### config.mk
export PLATFORM = sky130hd
export DESIGN_NAME = vmicro16_apb_rr_arbiter
export DESIGN_NICKNAME = d
export VERILOG_FILES = /design/src/rtl/vmicro16_apb_rr_arbiter.sv
export SDC_FILE = /design/constraint.sdc
export NUM_CORES = 1
export LEC_CHECK = 0
export CAP_MARGIN = 40
export CORE_MARGIN = 8
export CORE_UTILIZATION = 40
export CTS_BUF_LIST = sky130_fd_sc_hd__clkbuf_8
export CTS_CLUSTER_DIAMETER = 30
export CTS_CLUSTER_SIZE = 8
export DETAILED_ROUTE_END_ITERATION = 10
export PLACE_DENSITY = 0.95
export SLEW_MARGIN = 20
export SYNTH_ARGS = -nofsm -noshare
export SYNTH_HDL_FRONTEND = slang
export SYNTH_SLANG_ARGS = --single-unit
### constraint.sdc
create_clock -name clk -period 6.65 [get_ports clk]
set_clock_uncertainty 0.15 [all_clocks]
set_input_delay 1.995 -clock clk [delete_from_list [all_inputs] [get_ports clk]]
set_output_delay 1.995 -clock clk [all_outputs]
set_load 0.02 [all_outputs]
### src/rtl/vmicro16_apb_rr_arbiter.sv
// Round-robin arbiter placing several APB master ports onto one shared APB bus.
// The winning request is latched in IDLE, the arbiter then drives SETUP and ACCESS
// on the shared bus and routes PRDATA/PREADY back to the owner. A watchdog forces
// completion (with ERR_DATA and a timeout pulse) when the slave never answers.
//
// Handshake: a master requests by holding S_PSELx[i]. Its transfer is complete in
// the cycle S_PREADY[i]=1, and S_PRDATA[i] is valid only in that cycle. On the shared
// side the slave completes an ACCESS cycle by asserting M_PREADY. Request inputs are
// sampled only in IDLE. The master that just finished is masked for one IDLE cycle,
// so a PSELx still high after its PREADY is not regranted.
module vmicro16_apb_rr_arbiter #(
  parameter int                    MASTER_PORTS = 4,
  parameter int                    BUS_WIDTH    = 20,
  parameter int                    DATA_WIDTH   = 16,
  parameter int                    TIMEOUT      = 255,
  parameter logic [DATA_WIDTH-1:0] ERR_DATA     = 16'hDEAD
) (
  input  logic                               clk,
  input  logic                               reset,
  input  logic [MASTER_PORTS*BUS_WIDTH-1:0]  S_PADDR,
  input  logic [MASTER_PORTS-1:0]            S_PWRITE,
  input  logic [MASTER_PORTS-1:0]            S_PSELx,
  input  logic [MASTER_PORTS-1:0]            S_PENABLE,
  input  logic [MASTER_PORTS*DATA_WIDTH-1:0] S_PWDATA,
  output logic [MASTER_PORTS*DATA_WIDTH-1:0] S_PRDATA,
  output logic [MASTER_PORTS-1:0]            S_PREADY,
  output logic [BUS_WIDTH-1:0]               M_PADDR,
  output logic                               M_PWRITE,
  output logic                               M_PSEL,
  output logic                               M_PENABLE,
  output logic [DATA_WIDTH-1:0]              M_PWDATA,
  input  logic [DATA_WIDTH-1:0]              M_PRDATA,
  input  logic                               M_PREADY,
  output logic [MASTER_PORTS-1:0]            grant,
  output logic                               timeout,
  output logic [1:0]                         dbg_state
);

  localparam int PW = $clog2(MASTER_PORTS);
  localparam int WW = $clog2(TIMEOUT + 1);

  typedef enum logic [1:0] {
    ST_IDLE   = 2'd0,
    ST_SETUP  = 2'd1,
    ST_ACCESS = 2'd2
  } state_t;

  state_t                  state;
  state_t                  state_nxt;
  logic [PW-1:0]           ptr;
  logic [PW-1:0]           owner;
  logic [PW-1:0]           winner;
  logic [MASTER_PORTS-1:0] mask;
  logic [MASTER_PORTS-1:0] req;
  logic [WW-1:0]           wdog;
  logic                    found;
  logic                    forced;
  logic                    done;

  // Phases are generated internally, so the masters' own enables carry no information.
  logic unused_penable;
  assign unused_penable = ^S_PENABLE;

  assign dbg_state = state;

  // Pick the first unmasked requester, scanning upward from ptr with wrap-around.
  always_comb begin
    req    = S_PSELx & ~mask;
    found  = 1'b0;
    winner = '0;
    for (int k = 0; k < MASTER_PORTS; k++) begin
      if (!found && req[(int'(ptr) + k) % MASTER_PORTS]) begin
        found  = 1'b1;
        winner = PW'((int'(ptr) + k) % MASTER_PORTS);
      end
    end
  end

  // Completion detection; a slave ready in the last watchdog cycle beats the forced end.
  always_comb begin
    forced = (state == ST_ACCESS) && !M_PREADY && (wdog == WW'(TIMEOUT - 1));
    done   = (state == ST_ACCESS) && (M_PREADY || forced);
  end

  // Next-state logic for the IDLE -> SETUP -> ACCESS -> IDLE sequence.
  always_comb begin
    state_nxt = state;
    case (state)
      ST_IDLE:   if (found) state_nxt = ST_SETUP;
      ST_SETUP:  state_nxt = ST_ACCESS;
      ST_ACCESS: if (done) state_nxt = ST_IDLE;
      default:   state_nxt = ST_IDLE;
    endcase
  end

  // Shared-bus phase outputs and the return path to the current owner only.
  always_comb begin
    M_PSEL    = (state != ST_IDLE);
    M_PENABLE = (state == ST_ACCESS);
    S_PREADY  = '0;
    S_PRDATA  = '0;
    timeout   = forced;
    if (state == ST_ACCESS) begin
      S_PREADY[owner] = M_PREADY || forced;
      S_PRDATA[int'(owner)*DATA_WIDTH +: DATA_WIDTH] = forced ? ERR_DATA : M_PRDATA;
    end
  end

  // State register.
  always_ff @(posedge clk) begin
    if (reset) state <= ST_IDLE;
    else       state <= state_nxt;
  end

  // Arbitration bookkeeping, watchdog and latched shared-bus request fields.
  always_ff @(posedge clk) begin
    if (reset) begin
      ptr      <= '0;
      owner    <= '0;
      grant    <= '0;
      mask     <= '0;
      wdog     <= '0;
      M_PADDR  <= '0;
      M_PWRITE <= 1'b0;
      M_PWDATA <= '0;
    end else begin
      case (state)
        ST_IDLE: begin
          mask <= '0;
          if (found) begin
            owner    <= winner;
            grant    <= MASTER_PORTS'(1) << winner;
            M_PADDR  <= S_PADDR[int'(winner)*BUS_WIDTH +: BUS_WIDTH];
            M_PWRITE <= S_PWRITE[winner];
            M_PWDATA <= S_PWDATA[int'(winner)*DATA_WIDTH +: DATA_WIDTH];
          end
        end
        ST_ACCESS: begin
          if (done) begin
            ptr   <= (owner == PW'(MASTER_PORTS - 1)) ? '0 : owner + PW'(1);
            mask  <= grant;
            grant <= '0;
            wdog  <= '0;
          end else begin
            wdog <= wdog + WW'(1);
          end
        end
        default: ;
      endcase
    end
  end

endmodule

# == Yosys cells after proc, flatten, opt, wreduce, memory -nomap -nowiden ==
# Index checks and enable logic that the tools add are counted.
# totals
wordCells,100
inputBits,175
output_inout_bits,114
reg_bits,59
# op_classes
n_bitwise,7
reduce_logical,23
n_eq_ne,6
n_mux,36
addsub,6
magnitude_cmp,7
multipliers,1
shifts,5
# op_table
op,count
$shiftx 80x8->20,1
$and 64x64->64,1
$mux 64,1
$shift 16x33->64 const A,1
$shiftx 16x33->64,1
$shiftx 64x7->16,1
$neg 6->33,1
$mux 16,1
$mux 4,4
$pmux 4 s2,2
$mux 2,7
$mux 1,13
$lt 3x4->1 const B,3
$bmux 1 s2,5
$lt 2x3->1 const B,3
$add 8x1->8 const B,1
$and 4x4->4,2
$eq 8x8->1 const B,1
$mux 8,1
$reduce_and 2->1,4
$logic_and 1x1->1,7
$pmux 2 s3,1
$reduce_or 2->1,3
$mul 2x3->5 const B,1
16 further kinds,25

# == Depth between registers and ports, before layout ==
# Gate-level depths: netlist (run 1).
# depth
ltp_word,17
ltp_mapped,8
ltp_nobuf,7

# == Worst setup path after synthesis (run 1) ==
# OpenSTA, ideal clock, no wires.
# synth_timing
path_kind,input port to output port
from,input port M_PREADY
to,output port S_PRDATA[10]
path_buffers,1
t_arrival_ps,3274
cell_stages,4
required_ps,4505
path_slack_ps,1231
path_cell_list,nor4_2 -> buf_2 -> nor2_1 -> nor2_1
# synth_between
elab_chain_cells,7
# synth_rtl
element,line_no,text
from (decl),33,"input logic M_PREADY,"
$logic_not 1->1,81,forced = (state == ST_ACCESS) && !M_PREADY && (wdog == WW'(TIMEOUT - 1));
$logic_and 1x1->1 (2 in series),81,
net timeout,35,"output logic timeout,"
$mux 16,105,S_PRDATA[int'(owner)*DATA_WIDTH +: DATA_WIDTH] = forced ? ERR_DATA : M_PRDATA;
$shiftx 16x33->64,105,
$and 64x64->64 (no source line),n/a,
$mux 64,103,if (state == ST_ACCESS) begin
to (decl),25,"output logic [MASTER_PORTS*DATA_WIDTH-1:0] S_PRDATA,"
# The timed path passes the listed nets, and every way through them passes these cells.

# == Worst setup path after layout (run 1) ==
# layout_timing
from,input port M_PREADY
to,output port S_PRDATA[7]
# layout_between
elab_chain_cells,7
# layout_rtl
element,line_no
$logic_not 1->1,81
$logic_and 1x1->1 (2 in series),81
$mux 16,105
$shiftx 16x33->64,105
$and 64x64->64 (no source line),n/a
$mux 64,103
# Every way passes these cells.

==> impl_results.md, run 1 <==
* Pwr per Cell Area at 170 nW/um2
* Final Slew Violations at 0
* Count of filler cells inserted in the layout at 773
* Setup Crit Path Kind: in2out
* Average detailed-routed wire length per instance at 19.8 um
* Slew Limit Headroom at 45.2%
* Root buffer cell: sky130_fd_sc_hd__clkbuf_8
* Share of the yosys chip area belonging to registers at 28.3%
* PortBufs at 284
* Number of diodes at 0
* Fraction of registers with async set or reset after synthesis at 0%
* Routability-driven placement congestion ratio at 0.897
* Post-CTS setup buffer count at 0
* Wire length of the first global-routing pass at 29600 um
* Leakage dissipation at 2.74 nW
* Number of CTS-inserted buffers at 9
* Cell area after synthesis at 4170 um2
* Final period util at 92.0%
* Number of global-route vias before repair at 5574
* Period minus WS final at 6120 ps
* Largest net degree at the start of global routing at 67
* Clock latency at the later pin of the worst-skew pair at 340 ps
* Share of the core filled with cells in the final layout at 70.8%
* Maximum fanout along the worst path at 18
* Synthesized netlist cell count at 569
* Post-synth EDFFs at 0
* Cell variety after synth at 49
* Worst vdd rail ir drop at 0.000111 V
* Cell Rows at 37
* Remaining routing DRC violations at 0
* CTS tree: built
* Sequential cell area at 1180 um2
* Status: completed
* Area used by multi-input combinational logic at 2740 um2
* Final HPWL from detailed placement at 14700 um
* Area fraction of the dominant cell type after synthesis at 28.3%
* Worst Tran Pin Value at 819 ps
* Number of antenna violations at the first check in global routing at 0
* Total number of clock tree sinks at 59
* Number of DRC violations after detailed-routing iteration 0 at 418
* Share of layout cells above drive strength 1 at 5.70%
* Most common cell in the netlist: sky130_fd_sc_hd__nor2_1
* Cts hold-fix bufs at 0
* Data arrival time of the critical path at 3970 ps
* Via-per-instance ratio at 5.68
* Quantity of gates resized following cts at 0
* Biggest area consumer among synthesized cells: sky130_fd_sc_hd__dfxtp_1
* Worst-case clock buffer depth at 2
* Die width at 118 um
* Full die area at 14000 um2
* Ranking of synthesized cells by area: sky130_fd_sc_hd__dfxtp_1 (28%), sky130_fd_sc_hd__nor2_1 (9.0%), sky130_fd_sc_hd__a21oi_1 (5.8%), sky130_fd_sc_hd__and3_1 (5.7%), sky130_fd_sc_hd__a21boi_1 (5.4%)
* Sort of element at the start of the critical path: input pin
* Synth Flop Type: sky130_fd_sc_hd__dfxtp_1
* Overflow left after global routing at 0
* Post-route antenna net violation count at 0
* Endpoint kind of the worst setup timing path: output pin
* Initial cell density of the core at 40.8%
* Number of vias in the routed layout at 5458
* Floorplan core area at 10200 um2
* Clock-pin transition on the worst setup and hold timing paths at 70 ps
* Final #Nets at 1003
* Total global-route track usage at 25.7%
* Layout-stage area growth over the synthesis result at 73.6%
* Synthesized netlist net count at 752
* Highest clock frequency the design can meet at 0.164 GHz
* Sum Neg Setup Slack at 0 ps
* CTS H-tree lvls at 3
* Unrepaired setup endpoints after global routing: false
* Mean instance size in the synthesized netlist at 7.34 um2
* Number of synthesis warnings at 0
* Final count of hold timing violations at 0
* Number of synthesized register bits at 59
* Class of the tightest hold or removal check: reg2reg
* Initial DRT Pass Iterations at 5
* Number of maximum-capacitance violations at 0
* Number of top-level pins at 289
* Die H at 118 um
* Required time of the critical path at 4510 ps
* Final setup violating endpoints at 0
* DRT Wirelength at 19000 um
* Ranking of synthesized cells by instance count: sky130_fd_sc_hd__nor2_1 (100), sky130_fd_sc_hd__dfxtp_1 (59), sky130_fd_sc_hd__a21oi_1 (48), sky130_fd_sc_hd__and3_1 (38), sky130_fd_sc_hd__o21ai_1 (38)
final timing paths:
path / from / endpoint / slack, ps / cells after the start
min: mask[3] / mask[3] / 320 / 2
min reg2reg: mask[3] / mask[3] / 320 / 2
max: M_PREADY / S_PRDATA[7] / 530 / 6
max reg2reg: mask[2] / M_PWDATA[11] / 4170 / 7
cell usage in the layout, fill, tap and decap left out, types with 5 or more instances in the layout:
master                              n
sky130_fd_sc_hd__clkbuf_8           9
sky130_fd_sc_hd__buf_4              8
sky130_fd_sc_hd__nor3_1             7
sky130_fd_sc_hd__clkdlybuf4s50_1  283
sky130_fd_sc_hd__nand2b_1           7
sky130_fd_sc_hd__nand3_1           10
sky130_fd_sc_hd__mux2i_1            8
sky130_fd_sc_hd__inv_1              7
sky130_fd_sc_hd__dfxtp_1           59
sky130_fd_sc_hd__a21oi_1           48
sky130_fd_sc_hd__nand4_1            5
sky130_fd_sc_hd__nand3b_1           6
sky130_fd_sc_hd__a311oi_2           8
sky130_fd_sc_hd__nor2_1           100
sky130_fd_sc_hd__a21boi_1          30
sky130_fd_sc_hd__o21ai_0           31
sky130_fd_sc_hd__and2_1            22
sky130_fd_sc_hd__a311oi_1          25
sky130_fd_sc_hd__o21ai_1           37
sky130_fd_sc_hd__nand2_1           21
sky130_fd_sc_hd__and3_1            38
sky130_fd_sc_hd__ha_1               8
kinds of logic after synthesis:
| logic type | count (synthesis) | share of synthesized area, % |
|---|---|---|
| AND/OR/NAND/NOR | 227 | 27.0 |
| AO/OA/AOI/OAI | 199 | 32.0 |
| buffers and inverters | 61 | 6.86 |
| flip-flops | 59 | 28.3 |
| multiplexers | 9 | 2.19 |
| adder cells (fa/ha/maj) | 8 | 2.40 |
| XOR/XNOR | 6 | 1.26 |
per-layer routing:
| metal | wire length [um] | up-vias | track usage, % |
|---|---|---|---|
| li1 | - | 2549 | - |
| met1 | 6920 | 2540 | 26.5 |
| met2 | 9760 | 316 | 47.1 |
| met3 | 1580 | 53 | 7.43 |
| met4 | 759 | 0 | 12.1 |
| met5 | 0 | - | 0 |
report_power, final:
group	total [W]	internal (W)	switching [W]	leakage, nW
Sequential	0.000417	0.000392	0.0000251	0.486
Combinational	0.000485	0.000240	0.000245	2.16
Clock	0.000327	0.000171	0.000155	0.0950
critical path: stages:
cell and delay [ps]:
sky130_fd_sc_hd__clkdlybuf4s50_1 480, sky130_fd_sc_hd__nor4_2 290, sky130_fd_sc_hd__buf_4 260, sky130_fd_sc_hd__nor2_1 120, sky130_fd_sc_hd__nor2_1 150, sky130_fd_sc_hd__clkdlybuf4s50_1 670
stage by stage:
| step | area, um2 | std cells | setup slack, ps | hold WS (ps) | total power, W |
|---|---|---|---|---|---|
| 2_1_floorplan | 4170 | 569 | 1230 | 293 | 0.000659 |
| 3_3_place_gp | 7010 | 943 | 635 | 301 | 0.000882 |
| 3_5_place_dp | 7040 | 944 | 573 | 308 | 0.000904 |
| 4_1_cts | 7230 | 960 | 566 | 321 | 0.00123 |
| 5_1_grt | 7250 | 961 | 434 | 360 | 0.00128 |
| 6_report | 7250 | 961 | 535 | 323 | 0.00123 |
layout make-up:
type                            instances  share of cell area (%)
Timing Repair Buffer                  294                    40.5
Multi-Input combinational cell        449                    37.8
Sequential cell                        59                    16.3
Tap cell                              136                    2.35
Clock buffer                            9                    1.71
Clock inverter                          7                   0.950
Inverter                                7                   0.363
registers in the layout, summed over array words and instances (netlist names):
signal,flops
dbg_state,2
mask,4
M_PADDR,20
M_PWRITE,1
grant,4
wdog,8
ptr,2
owner,2
M_PWDATA,16
Note: power is estimated with default switching activity, not from simulation.
==> run 2, diff against run 1 <==
- CAP_MARGIN: 40 -> unset
==> impl_results.md, run 2 (synthesized netlist as in run 1, its figures left out) <==
* Required time of the critical path at 4510 ps
* Sort of element at the start of the critical path: input pin
* Overflow left after global routing at 0
* Number of vias in the routed layout at 5527
* Largest net degree at the start of global routing at 67
* Final #Nets at 1002
* CTS tree: built
* Initial DRT Pass Iterations at 5
* Final setup violating endpoints at 0
* Register with the most flip-flops: M_PADDR
* Number of flip-flops under the largest register name at 20
* Number of diodes at 0
* Final period util at 91.8%
* Setup Crit Path Kind: in2out
* PortBufs at 284
* Total chip power at 0.00133 W
* Sum Neg Setup Slack at 0 ps
* Critical-path cell list: clkdlybuf4s50_1 > nor4_2 > buf_4 > nor2_1 > nor2_1 > clkdlybuf4s50_1
* Highest clock frequency the design can meet at 0.164 GHz
* Worst-case clock buffer depth at 2
* Clock-pin transition on the worst setup and hold timing paths at 70 ps
* Data arrival time of the critical path at 3960 ps
* Clock latency at the later pin of the worst-skew pair at 330 ps
* Final HPWL from detailed placement at 14700 um
* Die width at 118 um
* Number of top-level pins at 289
* Total number of clock tree sinks at 59
* Number of maximum-capacitance violations at 0
* Die H at 118 um
* Average detailed-routed wire length per instance at 20.0 um
* Remaining routing DRC violations at 0
* Post-route antenna net violation count at 0
* Wire length of the first global-routing pass at 29600 um
* Worst Tran Pin Value at 862 ps
* Pwr per Cell Area at 182 nW/um2
* Layout-stage area growth over the synthesis result at 74.9%
* Worst vdd rail ir drop at 0.000124 V
* Share of layout cells above drive strength 1 at 5.58%
* Number of global-route vias before repair at 5636
* Most used cells in the layout excluding fill and tap cells: sky130_fd_sc_hd__clkdlybuf4s50_1 (283), sky130_fd_sc_hd__nor2_1 (100), sky130_fd_sc_hd__dfxtp_1 (59)
* Cell Rows at 37
* Final Slew Violations at 0
* DRT Wirelength at 19200 um
* Final count of hold timing violations at 0
* Root buffer cell: sky130_fd_sc_hd__clkbuf_8
* Number of DRC violations after detailed-routing iteration 0 at 484
* Top cell family by delay on the critical path: buffers and inverters
* Status: completed
* Buffering stage count on the worst path with inverters included at 3
* Leading registers by flop count: M_PADDR (20), M_PWDATA (16), wdog (8)
* Number of antenna violations at the first check in global routing at 0
* Unrepaired setup endpoints after global routing: false
* Slew Limit Headroom at 42.4%
* Number of CTS-inserted buffers at 9
* Leakage dissipation at 2.77 nW
* Floorplan core area at 10200 um2
* Via-per-instance ratio at 5.76
* Total global-route track usage at 25.9%
* CTS H-tree lvls at 3
* Endpoint kind of the worst setup timing path: output pin
* Cts hold-fix bufs at 0
* Biggest cell delay along the critical path at 660 ps
* Full die area at 14000 um2
* Period minus WS final at 6100 ps
* Quantity of gates resized following cts at 0
* Routability-driven placement congestion ratio at 0.897
* Class of the tightest hold or removal check: reg2reg
* Initial cell density of the core at 40.8%
* Post-CTS setup buffer count at 0
* Maximum fanout along the worst path at 18
* Highest-delay cell along the critical path: sky130_fd_sc_hd__clkdlybuf4s50_1
* Most common library cell in the layout ignoring fill and taps: sky130_fd_sc_hd__clkdlybuf4s50_1
## run 2: cell types whose count changed in the layout (fill, tap and decap cells not counted), sizes merged
cell | previous run | this run
bufinv | 1 | 3
buf | 11 | 10
clkinv | 4 | 1
clkbuf | 9 | 12
clkinvlp | 2 | 0
## run 2: final timing paths
check / startpoint / endpoint / slack [ps] / depth (start not counted)
setup / recovery: M_PREADY / S_PRDATA[7] / 550 / 6
hold / removal: mask[3] / mask[3] / 320 / 2
setup reg to reg: mask[2] / M_PWDATA[12] / 3790 / 6
hold reg to reg: mask[3] / mask[3] / 320 / 2
## run 2: power by group
group | switching [W] | total [W] | internal [W]
logic | 0.000245 | 0.000485 | 0.000240
registers | 0.0000251 | 0.000417 | 0.000392
clock network | 0.000148 | 0.000427 | 0.000279
## run 2: metrics by stage
step / worst slack [ps] / hold WS (ps) / util (%) / instance area, um2 / instances
6_report: 547 / 322 / 71.4 / 7300 / 960
3_5_place_dp: 567 / 308 / 68.8 / 7040 / 944
5_1_grt: 456 / 351 / 71.4 / 7300 / 960
3_3_place_gp: 635 / 301 / 68.6 / 7010 / 943
2_1_floorplan: 1230 / 293 / - / 4170 / 569
4_1_cts: 560 / 318 / 71.4 / 7300 / 960
## run 2: layout make-up
cell class / count / area [um2]
Timing Repair Buffer: 293 / 2930
Clock inverter: 4 / 95.1
Clock buffer: 12 / 165
Tap cell: 136 / 170
Sequential cell: 59 / 1180
Inverter: 7 / 26.3
Fill cell: 786 / 2930
Multi-Input combinational cell: 449 / 2740
## run 2: worst register-to-register path, delay by kind of cell (launching register included)
kind                   cells  cell delay [ps]
AO/OA/AOI/OAI              3             1240
AND/OR/NAND/NOR            2              510
buffers and inverters      1              500
flip-flops                 1              350
## run 2: layer usage
metal  track usage [%]  wire [um]
met1              25.5       6760
met2              46.5       9690
met3              9.00       1670
met4              14.8       1040
met5                 0          0
